<file path="src/rtl/doodle_game_sequencer_if.sv">
// Platform table read port: the sequencer drives the index, the platform
// store answers combinationally with the entry at that index.
interface doodle_game_sequencer_if #(
  parameter int NUM_BLOCKS = 8
);
  localparam int IW = $clog2(NUM_BLOCKS);

  logic [IW-1:0] blk_idx;
  logic [31:0]   blk_x;
  logic [31:0]   blk_y;
  logic          blk_valid;

  modport master (
    output blk_idx,
    input  blk_x,
    input  blk_y,
    input  blk_valid
  );

  modport slave (
    input  blk_idx,
    output blk_x,
    output blk_y,
    output blk_valid
  );
endinterface

</file>
<file path="src/rtl/doodle_game_sequencer.sv">
// Game controller for the doodle physics datapath. It divides clk into physics
// ticks, scans the platform table for a landing before every tick, drives the
// doodle block's tick/collide/reset inputs and keeps score and game-over state.
module doodle_game_sequencer #(
  parameter int BLOCK_WIDTH  = 40,
  parameter int BLOCK_HEIGHT = 5,
  parameter int NUM_BLOCKS   = 8,
  parameter int TICK_DIV     = 250000
) (
  input  logic                           clk,
  input  logic                           reset,
  input  logic                           start,
  input  logic [31:0]                    doodle_x,
  input  logic [31:0]                    doodle_y,
  input  logic                           falling,
  doodle_game_sequencer_if.master        blk,
  output logic                           physics_update,
  output logic                           has_collide,
  output logic                           doodle_reset,
  output logic [2:0]                     game_state,
  output logic                           game_over,
  output logic [15:0]                    score
);

  localparam int IW = $clog2(NUM_BLOCKS);
  // Counter width never collapses to zero when TICK_DIV is 1.
  localparam int CW = (TICK_DIV > 1) ? $clog2(TICK_DIV) : 1;

  typedef enum logic [2:0] {
    S_IDLE = 3'd0,
    S_WAIT = 3'd1,
    S_SCAN = 3'd2,
    S_TICK = 3'd3,
    S_OVER = 3'd4
  } state_t;

  state_t        state;
  state_t        state_next;
  logic [CW-1:0] cnt;
  logic [IW-1:0] idx;
  logic          acc;
  logic          hit;

  // Landing test for one platform entry; right edge exclusive, top edge
  // inclusive, sums widened to 33 bits so a platform near 2^32 never wraps.
  function automatic logic entry_hit(input logic [31:0] bx, input logic [31:0] by,
                                     input logic [31:0] dx, input logic [31:0] dy,
                                     input logic v, input logic f);
    logic [32:0] x_end;
    logic [32:0] y_top;
    x_end = {1'b0, bx} + 33'(BLOCK_WIDTH);
    y_top = {1'b0, by} + 33'(BLOCK_HEIGHT);
    return v && f && (dx >= bx) && ({1'b0, dx} < x_end) &&
           (dy >= by) && ({1'b0, dy} <= y_top);
  endfunction

  // Score increment that sticks at the 16-bit ceiling.
  function automatic logic [15:0] sat_inc(input logic [15:0] s);
    return (s == 16'hFFFF) ? s : s + 16'd1;
  endfunction

  assign hit         = entry_hit(blk.blk_x, blk.blk_y, doodle_x, doodle_y,
                                 blk.blk_valid, falling);
  assign blk.blk_idx = idx;
  assign game_state  = state;

  // State register.
  always_ff @(posedge clk) begin
    if (reset) state <= S_IDLE;
    else       state <= state_next;
  end

  // Next-state logic: wait out the tick divider, scan every entry, tick once.
  always_comb begin
    state_next = state;
    unique case (state)
      S_IDLE: if (start) state_next = S_WAIT;
      S_WAIT: if (cnt == CW'(TICK_DIV - 1)) state_next = S_SCAN;
      S_SCAN: if (idx == IW'(NUM_BLOCKS - 1)) state_next = S_TICK;
      S_TICK: begin
        if (falling && !has_collide && (doodle_y == 32'd0)) state_next = S_OVER;
        else                                                state_next = S_WAIT;
      end
      S_OVER: if (start) state_next = S_WAIT;
      default: state_next = S_IDLE;
    endcase
  end

  // Tick divider and scan accumulator; both self-clear outside their state.
  always_ff @(posedge clk) begin
    cnt <= (state == S_WAIT) ? cnt + CW'(1) : '0;
    acc <= (state == S_SCAN) ? (acc | hit) : 1'b0;
  end

  // Registered outputs, decoded from the state being entered.
  always_ff @(posedge clk) begin
    if (reset) begin
      idx            <= '0;
      physics_update <= 1'b0;
      has_collide    <= 1'b0;
      score          <= 16'd0;
      doodle_reset   <= 1'b1;
      game_over      <= 1'b0;
    end else begin
      physics_update <= (state_next == S_TICK);
      doodle_reset   <= (state_next == S_IDLE) || (state_next == S_OVER);
      game_over      <= (state_next == S_OVER);
      idx            <= ((state == S_SCAN) && (state_next == S_SCAN)) ? idx + IW'(1) : '0;
      if ((state == S_SCAN) && (state_next == S_TICK))
        has_collide <= acc | hit;
      else if ((state == S_OVER) && start)
        has_collide <= 1'b0;
      if (((state == S_IDLE) || (state == S_OVER)) && start)
        score <= 16'd0;
      else if ((state == S_TICK) && has_collide)
        score <= sat_inc(score);
    end
  end

endmodule

</file>
<file path="src/flat_wrapper.sv">
// flat-port wrapper written by rule: the top's interface ports become plain ports
module doodle_game_sequencer_flat 
#(
  parameter int BLOCK_WIDTH  = 40,
  parameter int BLOCK_HEIGHT = 5,
  parameter int NUM_BLOCKS   = 8,
  parameter int TICK_DIV     = 250000
)
  (clk, reset, start, doodle_x, doodle_y, falling, physics_update, has_collide, doodle_reset, game_state, game_over, score, blk_blk_idx, blk_blk_x, blk_blk_y, blk_blk_valid);
  doodle_game_sequencer_if #(.NUM_BLOCKS(NUM_BLOCKS)) blk_i ();
  input  logic clk;
  input  logic reset;
  input  logic start;
  input  logic [31:0] doodle_x;
  input  logic [31:0] doodle_y;
  input  logic falling;
  output logic physics_update;
  output logic has_collide;
  output logic doodle_reset;
  output logic [2:0] game_state;
  output logic game_over;
  output logic [15:0] score;
  output wire logic [$bits(blk_i.blk_idx)-1:0] blk_blk_idx;
  input wire logic [$bits(blk_i.blk_x)-1:0] blk_blk_x;
  input wire logic [$bits(blk_i.blk_y)-1:0] blk_blk_y;
  input wire logic [$bits(blk_i.blk_valid)-1:0] blk_blk_valid;
  assign blk_blk_idx = blk_i.blk_idx;
  assign blk_i.blk_x = blk_blk_x;
  assign blk_i.blk_y = blk_blk_y;
  assign blk_i.blk_valid = blk_blk_valid;
  doodle_game_sequencer #(.BLOCK_WIDTH(BLOCK_WIDTH), .BLOCK_HEIGHT(BLOCK_HEIGHT), .NUM_BLOCKS(NUM_BLOCKS), .TICK_DIV(TICK_DIV)) u_core (.clk(clk), .reset(reset), .start(start), .doodle_x(doodle_x), .doodle_y(doodle_y), .falling(falling), .blk(blk_i), .physics_update(physics_update), .has_collide(has_collide), .doodle_reset(doodle_reset), .game_state(game_state), .game_over(game_over), .score(score));
endmodule
</file>
<file path="config.mk">
export PLATFORM = sky130hd
export DESIGN_NAME = doodle_game_sequencer_flat
export DESIGN_NICKNAME = d
export VERILOG_FILES = /design/src/rtl/doodle_game_sequencer_if.sv /design/src/rtl/doodle_game_sequencer.sv /design/src/flat_wrapper.sv
export SDC_FILE = /design/constraint.sdc
export NUM_CORES = 1
export LEC_CHECK = 0
export CAP_MARGIN = 10
export CORE_MARGIN = 5
export CORE_UTILIZATION = 55
export CTS_CLUSTER_DIAMETER = 100
export CTS_CLUSTER_SIZE = 30
export DETAILED_ROUTE_END_ITERATION = 6
export DONT_BUFFER_PORTS = 1
export PLACE_DENSITY = 0.7
export SYNTH_ARGS = -nofsm -noshare
export SYNTH_HDL_FRONTEND = slang
export SYNTH_SLANG_ARGS = --single-unit
</file>
<file path="constraint.sdc">
create_clock -name clk -period 4.6 [get_ports clk]
set_input_delay 0.92 -clock clk [delete_from_list [all_inputs] [get_ports clk]]
set_output_delay 0.92 -clock clk [all_outputs]
set_load 0.01 [all_outputs]
</file>
==> results.toml, run 1 <==
[yosys]
synth_area_um2 = 5920
ys_ff_latch = 45
synthFlopType = "dfxtp_1"
synth-seq-area-share_pct = 15.2
syn_area_per_cell_um2 = 7.85
synthCells = 754
syn_nets = 1018
synth_cell_type_count = 55
synth_edf_count = 0
synthArstFlopShare_pct = 0
synth_warnings = 0

[power_and_ir_drop]
ir_drop_uv = 113
p_leak_nw = 2.76
power_density_nw_per_um2 = 155

[clock_tree]
clkSlewWorstSetupHoldPaths_ns = 0.08
clkLatencyLatePin_ns = 0.30
post_cts_buffers = 0
clockBufferDepth = 2
cts-root-buf = "clkbuf_8"
clkSinkCount = 45
cts_resized = 0
cts_buffers = 5
cts_hold_buf = 0
cts_tree = "built"
htree_levels = 2

[timing]
relSlewSlack_pct = 48.2
setup_tns_ns = 0
hold_viol = 0
clock.fmax_mhz = 255
period_share_pct = 85.2
period_needed_ns = 3.92
rsz0062_at_grt = "no"
setup-violations-final = 0
worst_pin_slew_ns = 0.758
drv_slew = 0
timing.hold.ws_ns = 0.449
worst_clock_skew_ns = 0.00891

[routing]
met2_length_um = 7100
drtAntennaViolNets = 0
routed_via_density = 6.02
drc_errors = 0
wl_met3_um = 1440
wl_per_cell_um = 16.7
top_layer_used = "met4"
drt-met1-wl_um = 5970
dr.pass1.iters = 4
vias = 5383
drtIter0Drc = 222
wl_um = 14900

[global_route]
overflow = 0
grt_usage_pct = 23.0
grt_max_degree = 19
grt_first_pass_wirelength_um = 25000
grt_pass1_vias = 5504
antenna_found_initial = 0

[placed_design]
globalplace.congestion = 1.00
io_buffers = 0
place_hpwl_um = 13000
place_area_um2 = 6070

[floorplanning]
dieArea_um2 = 12900
rows = 37
initial_core_util_pct = 56.8
fp.coreArea_um2 = 10400
io_pins = 159
die_w_um = 114
die_h_um = 114

[status]
outcome = "completed"

[layout]
fillers = 985
finish.instance_area_um2 = 6150
syn2layout_area_growth_pct = 3.96
layout-drive-gt1-share_pct = 2.64
num_antenna_cells = 0
nets = 1021

[worst_setup_path]
endpoint_kind = "flop"
arrival_ns = 4.12
crit_type = "in2reg"
path_max_fanout = 4
worstSetupStartpointType = "primary input"
required_ns = 4.80

[min_path]
holdCritPathClass = "reg2reg"

[run]
cap_violations = 0
where the power goes:
group	leakage (nW)	internal [mW]	switching [mW]
Combinational	2.35	0.148	0.174
Clock	0.0395	0.108	0.126
Sequential	0.363	0.392	0.00317
logic make-up (layout without fill, tap and decap cells):
family / Yosys count / count (layout) / synth area share [%]
AO/OA/AOI/OAI: 119 / 119 / 13.3
adder cells (fa/ha/maj): 131 / 131 / 27.7
flip-flops: 45 / 45 / 15.2
multiplexers: 3 / 3 / 0.508
XOR/XNOR: 84 / 84 / 12.4
buffers and inverters: 80 / 84 / 5.22
AND/OR/NAND/NOR: 292 / 292 / 25.6
path summary, 6_finish.rpt:
kind,from,end,slack [ns],depth (start not counted)
max,blk_blk_y[8],u_core.has_collide,0.68,16
min,u_core.cnt[0],u_core.cnt[0],0.45,1
max reg2reg,u_core.has_collide,u_core.doodle_reset,2.37,7
min reg2reg,u_core.cnt[0],u_core.cnt[0],0.45,1
Yosys cell counts, types with 3 or more instances:
cell | instances | area, µm²
ha_1 | 131 | 1640
inv_1 | 71 | 267
nor2_1 | 69 | 259
xnor2_1 | 63 | 552
nand2_1 | 60 | 225
dfxtp_1 | 45 | 901
a21oi_1 | 43 | 215
nand3_1 | 38 | 190
nand4_1 | 30 | 188
and3_1 | 21 | 131
xor2_1 | 21 | 184
nor3_1 | 18 | 90.1
o21ai_0 | 18 | 90.1
nor4_1 | 14 | 87.6
a21o_1 | 13 | 97.6
a211oi_1 | 8 | 60.1
a2111oi_0 | 6 | 52.6
nand2b_1 | 6 | 37.5
nor2b_1 | 6 | 37.5
and4_1 | 5 | 43.8
or3_1 | 5 | 31.3
a31oi_1 | 4 | 25.0
and2_1 | 4 | 25.0
clkbuf_1 | 4 | 15.0
o2111ai_1 | 4 | 35.0
o211ai_1 | 4 | 30.0
inv_2 | 3 | 11.3
mux2i_1 | 3 | 30.0
nor4b_1 | 3 | 26.3
o31ai_1 | 3 | 22.5
stage by stage:
step                      util (%)  total power [mW]  worst slack (ns)  std cells
after floorplan                  -             0.657             0.896        754
after global placement        58.3             0.709             0.633        886
after detailed placement      58.3             0.723             0.472        886
after CTS                     59.0             0.959             0.764        894
after global routing          59.0              1.03             0.178        894
final                         59.0             0.951             0.681        894
placed cells by master, fill, tap and decap left out, types with 4 or more instances in the layout:
master and count:
a21o_1 13, nor2_1 69, nand4_1 30, o2111ai_1 4, and2_1 4, a211oi_1 8
and4_1 5, inv_1 71, nand2_1 60, nand3_1 38, xor2_1 21, and3_1 21
or3_1 5, nor4_1 14, clkbuf_8 5, nor3_1 18, dfxtp_1 45, xnor2_1 63
a21oi_1 43, nor2b_1 6, ha_1 131, o211ai_1 4, o21ai_0 18, nand2b_1 6
a31oi_1 4, a2111oi_0 6
registers in the layout, indices dropped and copies added, names as in the netlist:
name and flops:
u_core.cnt 18, u_core.score 16, u_core.blk.blk_idx 3, u_core.game_state 3
u_core.acc 1, u_core.doodle_reset 1, u_core.game_over 1, u_core.has_collide 1
u_core.physics_update 1
critical path: stages:
cell	delay (ns)
nand4_1	0.11
nor2_1	0.23
nand2_1	0.11
nor3_1	0.47
nand2_1	0.18
nor2_1	0.25
nand2_1	0.12
xnor2_1	0.20
ha_1	0.29
a211oi_1	0.25
a21oi_1	0.12
o41ai_1	0.36
a41oi_1	0.08
nand2_1	0.09
o211ai_1	0.12
o41ai_2	0.23
per-layer routing:
metal,global-route usage (%),vias up
li1,-,2728
met1,25.8,2434
met2,40.8,184
met3,7.48,37
met4,7.93,0
met5,0,-
final cells by class:
class / count / area [µm²] / area share (%)
repair buffers: 2 / 15.0 / 0.244
flip-flops and latches: 45 / 901 / 14.6
well taps: 136 / 170 / 2.77
clock buffers: 8 / 80.1 / 1.30
multi-input cells: 629 / 4710 / 76.5
inverters: 74 / 278 / 4.52
Power figures use the tool's default switching activity.
==> run 2: changes to the inputs <==
==> constraint.sdc (replaced) <==
create_clock -name clk -period 4.1 [get_ports clk]
set_input_delay 0.82 -clock clk [delete_from_list [all_inputs] [get_ports clk]]
set_output_delay 0.82 -clock clk [all_outputs]
set_load 0.01 [all_outputs]
==> results.toml, run 2 (synthesis results as in run 1) <==
[status]
outcome = "completed"

[power_and_ir_drop]
total_power_mw = 1.15
p_leak_nw = 2.79
power_density_nw_per_um2 = 185
ir_drop_uv = 159

[timing]
rsz0062_at_grt = "no"
drv_slew = 0
worst_clock_skew_ns = 0.0117
worst_pin_slew_ns = 0.854
hold_viol = 0
timing.hold.ws_ns = 0.448
setup-violations-final = 0
worst_slack_ns = 0.367
clock.fmax_mhz = 268
period_needed_ns = 3.73
relSlewSlack_pct = 41.6
setup_tns_ns = 0
period_share_pct = 91.1

[worst_setup_path]
slowest_delay_ns = 0.38
arrival_ns = 3.92
cp_top_family = "compound AO/OA/AOI/OAI gates"
path_max_fanout = 4
crit_type = "in2reg"
timing.rr.end = "u_core.doodle_reset"
worstSetupStartpointType = "primary input"
timing.rr.start = "u_core.has_collide"
path_buf_inv = 1
ff2ff_path_depth = 7
endpoint_kind = "flop"
path_depth = 18
crit_path_end = "u_core.has_collide"
required_ns = 4.29
reg2reg_slack_ns = 1.86
path_common_cell = "nand2_1"
slowest_stage = "o41ai_1"
path_cells = "nand4_1 -> nor2_1 -> nand2_1 -> nor3_1 -> buf_4 -> nand2_1 -> nor2_1 -> nand2_1 -> xnor2_1 -> ha_1 -> a211o_1 -> o2111ai_1 -> a21oi_1 -> o41ai_1 -> a41oi_1 -> nand2_1 -> o211ai_1 -> o41ai_2"
critical_path.startpoint = "blk_blk_y[8]"

[layout]
largest_register_ffs = 18
nets = 1024
layout-drive-gt1-share_pct = 3.29
fillers = 969
layout_common_cells = "131 x ha_1, 71 x inv_1, 69 x nor2_1"
layout_commonest_cell = "ha_1"
largestRegisters = "u_core.cnt (18), u_core.score (16)"
largest-register = "u_core.cnt"
syn2layout_area_growth_pct = 4.95
num_antenna_cells = 0

[global_route]
grt_usage_pct = 22.8
overflow = 0
antenna_found_initial = 0
grt_first_pass_wirelength_um = 24800
grt_pass1_vias = 5444
grt_max_degree = 19

[routing]
drc_errors = 0
wl_per_cell_um = 17.1
dr.pass1.iters = 5
routed_via_density = 5.99
drtIter0Drc = 321
wl_um = 15400
drtAntennaViolNets = 0
vias = 5376

[clock_tree]
clkSlewWorstSetupHoldPaths_ns = 0.07
clkLatencyLatePin_ns = 0.29
clockBufferDepth = 2
htree_levels = 2
post_cts_buffers = 0
cts_hold_buf = 0
cts-root-buf = "clkbuf_8"
cts_buffers = 5
clkSinkCount = 45
cts_resized = 0
cts_tree = "built"

[placed_design]
pre_cts_ws_ns = 0.0617
globalplace.congestion = 0.965
place_hpwl_um = 13500
io_buffers = 0

[floorplanning]
initial_core_util_pct = 56.8
dieArea_um2 = 12900
rows = 37
fp.coreArea_um2 = 10400
die_w_um = 114
io_pins = 159
die_h_um = 114

[min_path]
whs_path_depth = 1
holdCritPathClass = "reg2reg"

[run]
cap_violations = 0
[run 2: cell count changes in the layout (fill, tap and decap cells not counted)]
cell,before,now
clkbuf_1,3,1
buf_4,2,5
clkbuf_8,5,6
bufinv_16,0,1
[run 2: worst min path at each step]
stage,startpoint,slack [ns],end
floorplan,u_core.cnt[0],0.41,u_core.cnt[0]
global placement,u_core.cnt[0],0.43,u_core.cnt[0]
detailed placement,u_core.cnt[0],0.44,u_core.cnt[0]
CTS,u_core.cnt[0],0.45,u_core.cnt[0]
global route,u_core.cnt[0],0.49,u_core.cnt[0]
finish,u_core.cnt[0],0.45,u_core.cnt[0]
[run 2: cell type report]
type                       count  area, µm²  share of cell area [%]
clock buffer                   7       86.3                    1.39
sequential                    45        901                    14.5
tap                          136        170                    2.74
timing repair buffer           5       37.5                   0.605
clock inverter                 1       30.0                   0.484
inverter                      74        278                    4.47
multi-input combinational    629       4710                    75.8
[run 2: where the power goes]
| part | switching, mW | internal [mW] | total [mW] |
|---|---|---|---|
| registers | 0.00364 | 0.440 | 0.443 |
| clock network | 0.142 | 0.199 | 0.341 |
| logic | 0.199 | 0.168 | 0.367 |
[run 2: through the flow]
| step | cell area (µm²) | utilization (%) | cells |
|---|---|---|---|
| after detailed placement | 6090 | 58.5 | 889 |
| final | 6210 | 59.6 | 897 |
| after global routing | 6210 | 59.6 | 897 |
| after global placement | 6090 | 58.5 | 889 |
| after CTS | 6210 | 59.6 | 897 |
| after floorplan | 5920 | - | 754 |
[run 2: layer usage]
layer,vias to the layer above,share of wire (%),GRT usage (%)
met1,2435,41,26.4
met2,184,48,41.3
met5,-,0,0
met4,0,2.1,5.45
met3,30,8.6,6.31
li1,2727,-,-
==> run 3: changes to the inputs <==
--- a/config.mk
+++ b/config.mk
@@ -6,13 +6,14 @@
 export NUM_CORES = 1
 export LEC_CHECK = 0
 export CAP_MARGIN = 10
+export CORE_ASPECT_RATIO = 1.25
 export CORE_MARGIN = 5
 export CORE_UTILIZATION = 55
 export CTS_CLUSTER_DIAMETER = 100
 export CTS_CLUSTER_SIZE = 30
 export DETAILED_ROUTE_END_ITERATION = 6
 export DONT_BUFFER_PORTS = 1
-export PLACE_DENSITY = 0.7
+export PLACE_DENSITY = 0.79
 export SYNTH_ARGS = -nofsm -noshare
 export SYNTH_HDL_FRONTEND = slang
 export SYNTH_SLANG_ARGS = --single-unit
==> results.toml, run 3 (synthesis results as in run 1) <==
[placed_design]
io_buffers = 0
globalplace.congestion = 0.964
pre_cts_ws_ns = 0.216
place_hpwl_um = 13800

[routing]
met2_length_um = 7970
drtIter0Drc = 215
drt-met1-wl_um = 5670
drc_errors = 0
drtAntennaViolNets = 0
routed_via_density = 6.16
wl_met3_um = 1400
vias = 5492
dr.pass1.iters = 5
wl_um = 15600
wl_per_cell_um = 17.4
top_layer_used = "met4"

[worst_setup_path]
arrival_ns = 3.87
path_max_fanout = 4
worstSetupStartpointType = "primary input"
slowest_delay_ns = 0.39
path_cells = "nand4_1 -> nor2_1 -> nand2_1 -> nor3_1 -> nand2_1 -> nor2_1 -> nand2_1 -> xnor2_1 -> ha_1 -> a211o_1 -> o2111ai_1 -> a21oi_1 -> o41ai_1 -> a41oi_1 -> nand2_1 -> o211ai_1 -> o41ai_2"
crit_type = "in2reg"
path_common_cell = "nand2_1"
required_ns = 4.28
endpoint_kind = "flop"
slowest_stage = "o41ai_1"

[floorplanning]
rows = 42
fp.coreArea_um2 = 10600
die_w_um = 103
dieArea_um2 = 12900
die_h_um = 126
io_pins = 159
initial_core_util_pct = 56.0

[clock_tree]
cts_hold_buf = 0
cts_tree = "built"
cts_resized = 0
post_cts_buffers = 0
cts-root-buf = "clkbuf_16"
clkSinkCount = 45
clkSlewWorstSetupHoldPaths_ns = 0.05
clockBufferDepth = 2
htree_levels = 2
cts_buffers = 5
clkLatencyLatePin_ns = 0.28

[layout]
layout_common_cells = "131 x ha_1, 71 x inv_1, 69 x nor2_1"
largest-register = "u_core.cnt"
largestRegisters = "u_core.cnt (18), u_core.score (16)"
nets = 1025
layout-drive-gt1-share_pct = 3.29
largest_register_ffs = 18
layout_commonest_cell = "ha_1"
syn2layout_area_growth_pct = 5.22
num_antenna_cells = 0

[status]
outcome = "completed"

[power_and_ir_drop]
p_comb_share_pct = 31.7
p_seq_share_pct = 37.7
p_sw_share_pct = 29.7
p_leak_nw = 2.80
power.internal_uw = 828
p_sw_uw = 349
power_density_nw_per_um2 = 189
p_clk_share_pct = 30.6
ir_drop_uv = 164

[global_route]
grt_usage_pct = 23.6
grt_first_pass_wirelength_um = 25400
overflow = 0
antenna_found_initial = 0
grt_max_degree = 19
grt_pass1_vias = 5673

[timing]
rsz0062_at_grt = "no"
hold_viol = 0
worst_pin_slew_ns = 0.749
relSlewSlack_pct = 49.6
period_needed_ns = 3.68
drv_slew = 0
setup_tns_ns = 0
worst_clock_skew_ns = 0.00495
period_share_pct = 89.8
worst_slack_ns = 0.417
setup-violations-final = 0
clock.fmax_mhz = 271

[run]
cap_violations = 0

[min_path]
holdCritPathClass = "reg2reg"
-- run 3: power by group through the flow --
| stage | Combinational (mW) | Clock [mW] | Sequential [mW] |
|---|---|---|---|
| finish | 0.373 | 0.361 | 0.444 |
| global route | 0.431 | 0.387 | 0.444 |
| detailed placement | 0.369 | 0 | 0.453 |
| global placement | 0.350 | 0 | 0.453 |
| CTS | 0.373 | 0.368 | 0.444 |
| floorplan | 0.285 | 0 | 0.453 |
-- run 3: critical path: cells and delay by family --
kind | cells | cell delay (ns)
AOI/OAI and AO/OA | 7 | 1.32
xor gates and xnor gates | 1 | 0.14
adders and majority gates | 1 | 0.19
and+or+nand+nor | 8 | 1.39
-- run 3: worst paths after layout --
path                         end               start  cells after the start  slack (ns)
max           u_core.has_collide        blk_blk_y[8]                     17        0.42
min                u_core.cnt[0]       u_core.cnt[0]                      1        0.45
max reg2reg  u_core.doodle_reset  u_core.has_collide                      7        1.80
min reg2reg        u_core.cnt[0]       u_core.cnt[0]                      1        0.45
-- run 3: final cells by class --
cell class	count	area, µm²
Fill cell	979	4340
Timing Repair Buffer	6	45.0
Clock buffer	5	125
Tap cell	132	165
Sequential cell	45	901
Multi-Input combinational cell	629	4710
Clock inverter	1	5.00
Inverter	74	278
-- run 3: through the flow --
stage,util [%],area [µm²],power [mW],hold slack [ns],instances
global route,58.9,6220,1.26,0.481,892
detailed placement,57.7,6090,0.823,0.438,886
CTS,58.9,6220,1.18,0.451,892
floorplan,-,5920,0.737,0.413,754
global placement,57.7,6090,0.803,0.424,886
finish,58.9,6220,1.18,0.449,892
-- run 3: routing by layer --
metal  track usage [%]  vias up
met3              7.13       47
met4              7.32        0
li1                  -     2728
met5                 0        -
met1              25.0     2532
met2              43.7      185
